--- src/rtl/r2r_wave_player_if.sv ---
// Write port for the wave player pattern memory: one 8-bit sample per accepted valid/ready beat.
interface r2r_wave_player_if;
    logic       wr_valid;
    logic [7:0] wr_data;
    logic       wr_ready;

    modport master (output wr_valid, output wr_data, input wr_ready);
    modport slave  (input wr_valid, input wr_data, output wr_ready);
endinterface

--- src/rtl/r2r_wave_player.sv ---
// Replays a stored pattern of 8-bit codes into the R2R DAC at a programmable rate.
// Latency: first sample 1 cycle after start; writes backpressured while playing or full.
module r2r_wave_player #(
    parameter int         DEPTH     = 16,
    parameter int         AW        = 4,
    parameter int         DIV_W     = 8,
    parameter logic [7:0] IDLE_CODE = 8'h80
) (
    input  logic                 clk,
    input  logic                 rst_n,
    r2r_wave_player_if.slave     wr,
    input  logic                 clear,
    input  logic                 start,
    input  logic                 stop,
    input  logic                 loop_en,
    input  logic [DIV_W-1:0]     div,
    output logic [7:0]           dac_code,
    output logic                 sample_stb,
    output logic                 busy,
    output logic [AW:0]          len
);
    typedef enum logic {IDLE, PLAY} state_t;

    localparam logic [AW:0] DEPTH_L = (AW+1)'(DEPTH);

    state_t             state_q, state_d;
    logic [AW:0]        len_q, len_d;
    logic [AW-1:0]      rd_ptr_q, rd_ptr_d;
    logic [DIV_W-1:0]   cnt_q, cnt_d;
    logic [DIV_W-1:0]   div_q, div_d;
    logic [7:0]         dac_code_q, dac_code_d;
    logic               sample_stb_q, sample_stb_d;
    logic [7:0]         mem_q [DEPTH];

    logic wr_fire;
    logic mem_we;
    logic last_sample;

    assign wr.wr_ready = (state_q == IDLE) && (len_q < DEPTH_L);
    assign wr_fire     = wr.wr_valid && wr.wr_ready;
    assign mem_we      = rst_n && wr_fire && !clear;
    // rd_ptr points one past the sample on the DAC; len==DEPTH aliases to 0 in AW bits.
    assign last_sample = (rd_ptr_q == len_q[AW-1:0]);

    always_comb begin
        state_d      = state_q;
        len_d        = len_q;
        rd_ptr_d     = rd_ptr_q;
        cnt_d        = cnt_q;
        div_d        = div_q;
        dac_code_d   = dac_code_q;
        sample_stb_d = 1'b0;
        case (state_q)
            IDLE: begin
                if (clear) begin
                    len_d = '0;
                end else if (wr_fire) begin
                    len_d = len_q + (AW+1)'(1);
                end
                // A clear in the same cycle empties the pattern, so it also suppresses start.
                if (start && !stop && !clear && (len_q != '0)) begin
                    state_d      = PLAY;
                    div_d        = div;
                    rd_ptr_d     = AW'(1);
                    cnt_d        = '0;
                    dac_code_d   = mem_q[0];
                    sample_stb_d = 1'b1;
                end
            end
            PLAY: begin
                if (stop) begin
                    state_d    = IDLE;
                    cnt_d      = '0;
                    dac_code_d = IDLE_CODE;
                end else if (cnt_q == div_q) begin
                    cnt_d = '0;
                    if (!last_sample) begin
                        dac_code_d   = mem_q[rd_ptr_q];
                        rd_ptr_d     = rd_ptr_q + AW'(1);
                        sample_stb_d = 1'b1;
                    end else if (loop_en) begin
                        dac_code_d   = mem_q[0];
                        rd_ptr_d     = AW'(1);
                        sample_stb_d = 1'b1;
                    end else begin
                        state_d    = IDLE;
                        dac_code_d = IDLE_CODE;
                    end
                end else begin
                    cnt_d = cnt_q + DIV_W'(1);
                end
            end
            default: state_d = IDLE;
        endcase
    end

    always_ff @(posedge clk) begin
        if (!rst_n) begin
            state_q      <= IDLE;
            len_q        <= '0;
            rd_ptr_q     <= '0;
            cnt_q        <= '0;
            div_q        <= '0;
            dac_code_q   <= IDLE_CODE;
            sample_stb_q <= 1'b0;
        end else begin
            state_q      <= state_d;
            len_q        <= len_d;
            rd_ptr_q     <= rd_ptr_d;
            cnt_q        <= cnt_d;
            div_q        <= div_d;
            dac_code_q   <= dac_code_d;
            sample_stb_q <= sample_stb_d;
        end
    end

    always_ff @(posedge clk) begin
        if (mem_we) begin
            mem_q[len_q[AW-1:0]] <= wr.wr_data;
        end
    end

    assign dac_code   = dac_code_q;
    assign sample_stb = sample_stb_q;
    assign busy       = (state_q == PLAY);
    assign len        = len_q;
endmodule
--- src/flat_wrapper.sv ---
// flat-port wrapper written by rule: the top's interface ports become plain ports
module r2r_wave_player_flat 
#(
    parameter int         DEPTH     = 16,
    parameter int         AW        = 4,
    parameter int         DIV_W     = 8,
    parameter logic [7:0] IDLE_CODE = 8'h80
)
  (clk, rst_n, clear, start, stop, loop_en, div, dac_code, sample_stb, busy, len, wr_wr_valid, wr_wr_data, wr_wr_ready);
  r2r_wave_player_if wr_i ();
  input  logic clk;
  input  logic rst_n;
  input  logic clear;
  input  logic start;
  input  logic stop;
  input  logic loop_en;
  input  logic [DIV_W-1:0] div;
  output logic [7:0] dac_code;
  output logic sample_stb;
  output logic busy;
  output logic [AW:0] len;
  input wire logic [$bits(wr_i.wr_valid)-1:0] wr_wr_valid;
  input wire logic [$bits(wr_i.wr_data)-1:0] wr_wr_data;
  output wire logic [$bits(wr_i.wr_ready)-1:0] wr_wr_ready;
  assign wr_i.wr_valid = wr_wr_valid;
  assign wr_i.wr_data = wr_wr_data;
  assign wr_wr_ready = wr_i.wr_ready;
  r2r_wave_player #(.DEPTH(DEPTH), .AW(AW), .DIV_W(DIV_W), .IDLE_CODE(IDLE_CODE)) u_core (.clk(clk), .rst_n(rst_n), .wr(wr_i), .clear(clear), .start(start), .stop(stop), .loop_en(loop_en), .div(div), .dac_code(dac_code), .sample_stb(sample_stb), .busy(busy), .len(len));
endmodule
--- config.mk ---
export PLATFORM = sky130hd
export DESIGN_NAME = r2r_wave_player_flat
export DESIGN_NICKNAME = d
export VERILOG_FILES = /design/src/rtl/r2r_wave_player_if.sv /design/src/rtl/r2r_wave_player.sv /design/src/flat_wrapper.sv
export SDC_FILE = /design/constraint.sdc
export NUM_CORES = 1
export LEC_CHECK = 0
export CAP_MARGIN = 10
export CELL_PAD_IN_SITES_DETAIL_PLACEMENT = 1
export CELL_PAD_IN_SITES_GLOBAL_PLACEMENT = 1
export CORE_MARGIN = 4
export CORE_UTILIZATION = 45
export DETAILED_ROUTE_END_ITERATION = 10
export PLACE_DENSITY_LB_ADDON = 0.1
export SETUP_SLACK_MARGIN = 0.05
export SLEW_MARGIN = 20
export SYNTH_ARGS = -nofsm -noshare
export SYNTH_HDL_FRONTEND = slang
export SYNTH_SLANG_ARGS = --single-unit
--- constraint.sdc ---
create_clock -name clk -period 2.28 [get_ports clk]
set_input_delay 0.456 -clock clk [delete_from_list [all_inputs] [get_ports clk]]
set_output_delay 0.456 -clock clk [all_outputs]
set_load 0.01 [all_outputs]
==> metrics.txt <==
# TYPE chip_impl_metric gauge
chip_impl_metric{name="slew-limit-headroom",unit="%"} 58.5
chip_impl_metric{name="synth_seq_cells",unit=""} 167
chip_impl_metric{name="worstPathBufferInverterCount",unit=""} 1
chip_impl_metric{name="worst-r2r-cell-count",unit=""} 9
chip_impl_metric{name="route.antenna.remaining_nets",unit=""} 0
chip_impl_metric{name="drt_iter0_markers",unit=""} 367
chip_impl_metric{name="area_growth",unit="%"} 22.3
chip_impl_metric{name="required",unit="ns"} 1.82
chip_impl_info{name="critical_path_cell_sequence",value="clkdlybuf4s50_1"} 1
chip_impl_metric{name="grt_pass1_wl",unit="mm"} 25.6
chip_impl_metric{name="effective_utilization_at_floorplan",unit="%"} 46.6
chip_impl_info{name="top_usage_layer",value="met2"} 1
chip_impl_info{name="synth.largest_area_cell",value="sky130_fd_sc_hd__edfxtp_1"} 1
chip_impl_metric{name="max_cap_viol_count",unit=""} 0
chip_impl_info{name="synthTopCellsByArea",value="sky130_fd_sc_hd__edfxtp_1 (56%), sky130_fd_sc_hd__dfxtp_1 (11%), sky130_fd_sc_hd__mux4_2 (10%)"} 1
chip_impl_info{name="timing.critical_path.max_delay_family",value="flip-flops"} 1
chip_impl_metric{name="post-place-ws",unit="ns"} -0.0589
chip_impl_metric{name="first_global_vias",unit=""} 4448
chip_impl_metric{name="gp_congestion",unit=""} 0.751
chip_impl_metric{name="core-area",unit="µm²"} 14800
chip_impl_metric{name="async_flop_share",unit="%"} 0
chip_impl_metric{name="fp.dieW",unit="µm"} 132
chip_impl_metric{name="global_route.usage.met1",unit="%"} 25.0
chip_impl_info{name="tritoncts",value="done"} 1
chip_impl_metric{name="cp.depth",unit=""} 1
chip_impl_info{name="timing.hold.worst.class",value="flop to flop"} 1
chip_impl_metric{name="io_buffers",unit=""} 38
chip_impl_metric{name="maxClockFrequency",unit="MHz"} 465
chip_impl_metric{name="maximum_fanout_count_along_the_critical_path",unit=""} 13
chip_impl_metric{name="synth_area_per_cell",unit="µm²"} 15.7
chip_impl_metric{name="die_h",unit="µm"} 132
chip_impl_metric{name="cts_inserted_buffers",unit=""} 17
chip_impl_metric{name="fin_ws",unit="ns"} 0.129
chip_impl_metric{name="drt-pass1-iter-count",unit=""} 4
chip_impl_metric{name="netlist_area",unit="µm²"} 6870
chip_impl_metric{name="hold_depth",unit=""} 2
chip_impl_metric{name="worst_ir_drop_vdd",unit="µV"} 530
chip_impl_metric{name="total_leakage_power",unit="nW"} 2.89
chip_impl_metric{name="worst-slew-pin-transition",unit="ns"} 0.621
chip_impl_metric{name="number_of_buffers_between_clock_root_and_the_deepest_sink",unit=""} 2
chip_impl_info{name="crit_slowest_cell",value="sky130_fd_sc_hd__dfxtp_1"} 1
chip_impl_metric{name="slowest_delay",unit="ns"} 0.63
chip_impl_info{name="run_status",value="complete, no violations"} 1
chip_impl_metric{name="routed_wire_length_per_instance",unit="µm"} 22.7
chip_impl_metric{name="final_net_count",unit=""} 546
chip_impl_metric{name="slew_viol_final",unit=""} 0
chip_impl_metric{name="top_level_ports",unit=""} 39
chip_impl_metric{name="synthesis.instances",unit=""} 438
chip_impl_metric{name="cts.htree.levels",unit=""} 4
chip_impl_info{name="synth-main-ff-cell",value="sky130_fd_sc_hd__edfxtp_1"} 1
chip_impl_metric{name="post_synth_top_area_share",unit="%"} 56.0
chip_impl_metric{name="routed-via-count",unit=""} 4098
chip_impl_info{name="root_buffer",value="sky130_fd_sc_hd__clkbuf_16"} 1
chip_impl_metric{name="std_cell_rows",unit=""} 44
chip_impl_metric{name="gr-total-overflow",unit=""} 0
chip_impl_metric{name="routed_wirelength",unit="mm"} 16.2
chip_impl_metric{name="cts.reportedPaths.clkPinSlew",unit="ns"} 0.07
chip_impl_info{name="cp-start-kind",value="flop"} 1
chip_impl_metric{name="floorplan.die_area",unit="µm²"} 17300
chip_impl_metric{name="filler_cell_count",unit=""} 1380
chip_impl_metric{name="hpwl",unit="mm"} 11.0
chip_impl_metric{name="globalRouteMet2Util",unit="%"} 33.2
chip_impl_metric{name="mappedNetlistNets",unit=""} 467
chip_impl_metric{name="synth-edff-count",unit=""} 128
chip_impl_metric{name="post_route_clock_skew",unit="ns"} 0.0122
chip_impl_metric{name="hold_violation_total_from_the_final_report",unit=""} 0
chip_impl_metric{name="ys_seq_area_share",unit="%"} 67.3
chip_impl_metric{name="synth-warning-count",unit=""} 0
chip_impl_info{name="critical_path_class",value="flop to output port"} 1
chip_impl_metric{name="power_density_cells",unit="nW/µm²"} 765
chip_impl_metric{name="post_cts_hold_buffer_count",unit=""} 0
chip_impl_metric{name="final_min_period_over_clock_period",unit="%"} 94.4
chip_impl_metric{name="drive_gt1_share",unit="%"} 25.7
chip_impl_info{name="timing.critical_path.to_type",value="output port"} 1
chip_impl_metric{name="grt_max_degree",unit=""} 34
chip_impl_info{name="final_common_cell",value="sky130_fd_sc_hd__edfxtp_1"} 1
chip_impl_metric{name="report.final.setup_viol",unit=""} 0
chip_impl_metric{name="clk-insertion-delay-late",unit="ns"} 0.44
chip_impl_metric{name="grt_antenna_before_repair",unit=""} 0
chip_impl_metric{name="worst_ep_arrival_time",unit="ns"} 1.70
chip_impl_metric{name="finalWorstPathRequiredPeriod",unit="ns"} 2.15
chip_impl_metric{name="use_met3",unit="%"} 4.93
chip_impl_metric{name="numClockSinks",unit=""} 167
chip_impl_metric{name="yosysUniqueCellTypes",unit=""} 53
chip_impl_metric{name="diodes",unit=""} 0
chip_impl_info{name="mostFrequentLayoutCells",value="sky130_fd_sc_hd__edfxtp_1 (128), sky130_fd_sc_hd__buf_4 (44), sky130_fd_sc_hd__dfxtp_1 (38), sky130_fd_sc_hd__clkdlybuf4s50_1 (38), sky130_fd_sc_hd__nand2_1 (33)"} 1
chip_impl_metric{name="finalCoreUtilization",unit="%"} 56.9
chip_impl_metric{name="drc_errors",unit=""} 0
chip_impl_metric{name="vias_per_cell",unit=""} 5.74
chip_impl_info{name="setup_repair_after_global_routing_missed_its_margin",value="true"} 1
chip_impl_metric{name="grt_use_total",unit="%"} 19.5
==> where the power goes <==
part           total (mW)  switching [mW]  leakage, nW  internal (mW)
sequential           3.29         0.00845         1.47           3.28
clock                2.96            1.30        0.295           1.66
combinational       0.178          0.0975         1.13         0.0804
total                6.42            1.40         2.89           5.02
==> cells by family after synthesis <==
logic type	Yosys count	synth area share, %
buffers and inverters	34	2.09
adder cells (fa/ha/maj)	6	1.09
AO/OA/AOI/OAI	68	7.61
XOR/XNOR	14	1.79
flip-flops	167	67.3
multiplexers	48	12.9
AND/OR/NAND/NOR	101	7.21
==> routing by layer <==
metal	share of wire, %	routed length (µm)
met1	43	6880
met2	52	8400
met3	4.4	719
met4	1.2	188
met5	0	0
==> stage by stage <==
step	std cells	hold slack, ns	total power [mW]	setup TNS, ns	area, µm²
after floorplan	438	0.448	3.42	0	6870
after global placement	682	0.458	3.53	0	7770
after detailed placement	682	0.468	3.53	-0.277	7770
after CTS	714	0.477	6.49	0	8390
after global routing	714	0.505	6.65	0	8400
final	714	0.473	6.42	0	8400
==> layout make-up <==
type                       count  area, µm²  area share, %
timing repair buffer          85        771           9.18
clock inverter                15        185           2.20
sequential                   167       4630           55.1
inverter                       9       33.8          0.402
clock buffer                  17        425           5.06
tap                          184        230           2.74
multi-input combinational    237       2130           25.3
==> path summary, 6_finish.rpt <==
| path | slack, ns | from | to |
|---|---|---|---|
| max | 0.13 | u_core.busy | busy |
| min | 0.47 | u_core.div_q[2] | u_core.div_q[2] |
| min reg2reg | 0.47 | u_core.div_q[2] | u_core.div_q[2] |
| max reg2reg | 0.18 | u_core.len[1] | u_core.dac_code[3] |
==> registers in the layout, summed over array words and instances (netlist names), named ones only <==
name,cells
u_core.dac_code,8
u_core.len,5
u_core.cnt_q,8
u_core.div_q,8
u_core.sample_stb,1
u_core.rd_ptr_q,4
u_core.busy,1
u_core.mem_q,128
==> Yosys cell counts, types with 8 or more instances <==
master and n:
sky130_fd_sc_hd__clkbuf_1 15, sky130_fd_sc_hd__nor2b_1 10, sky130_fd_sc_hd__dfxtp_1 39, sky130_fd_sc_hd__edfxtp_1 128, sky130_fd_sc_hd__a21oi_1 15, sky130_fd_sc_hd__nand2_1 33, sky130_fd_sc_hd__mux2_2 13, sky130_fd_sc_hd__xor2_1 14
sky130_fd_sc_hd__o22ai_1 8, sky130_fd_sc_hd__nor2_1 24, sky130_fd_sc_hd__inv_1 9, sky130_fd_sc_hd__mux4_2 31
==> what timing repair did <==
item                       4_1_cts  5_1_grt
setup endpoints to repair        5       15
setup buffers                    0        0
resized for setup                2        3
Power figures use the tool's default switching activity.
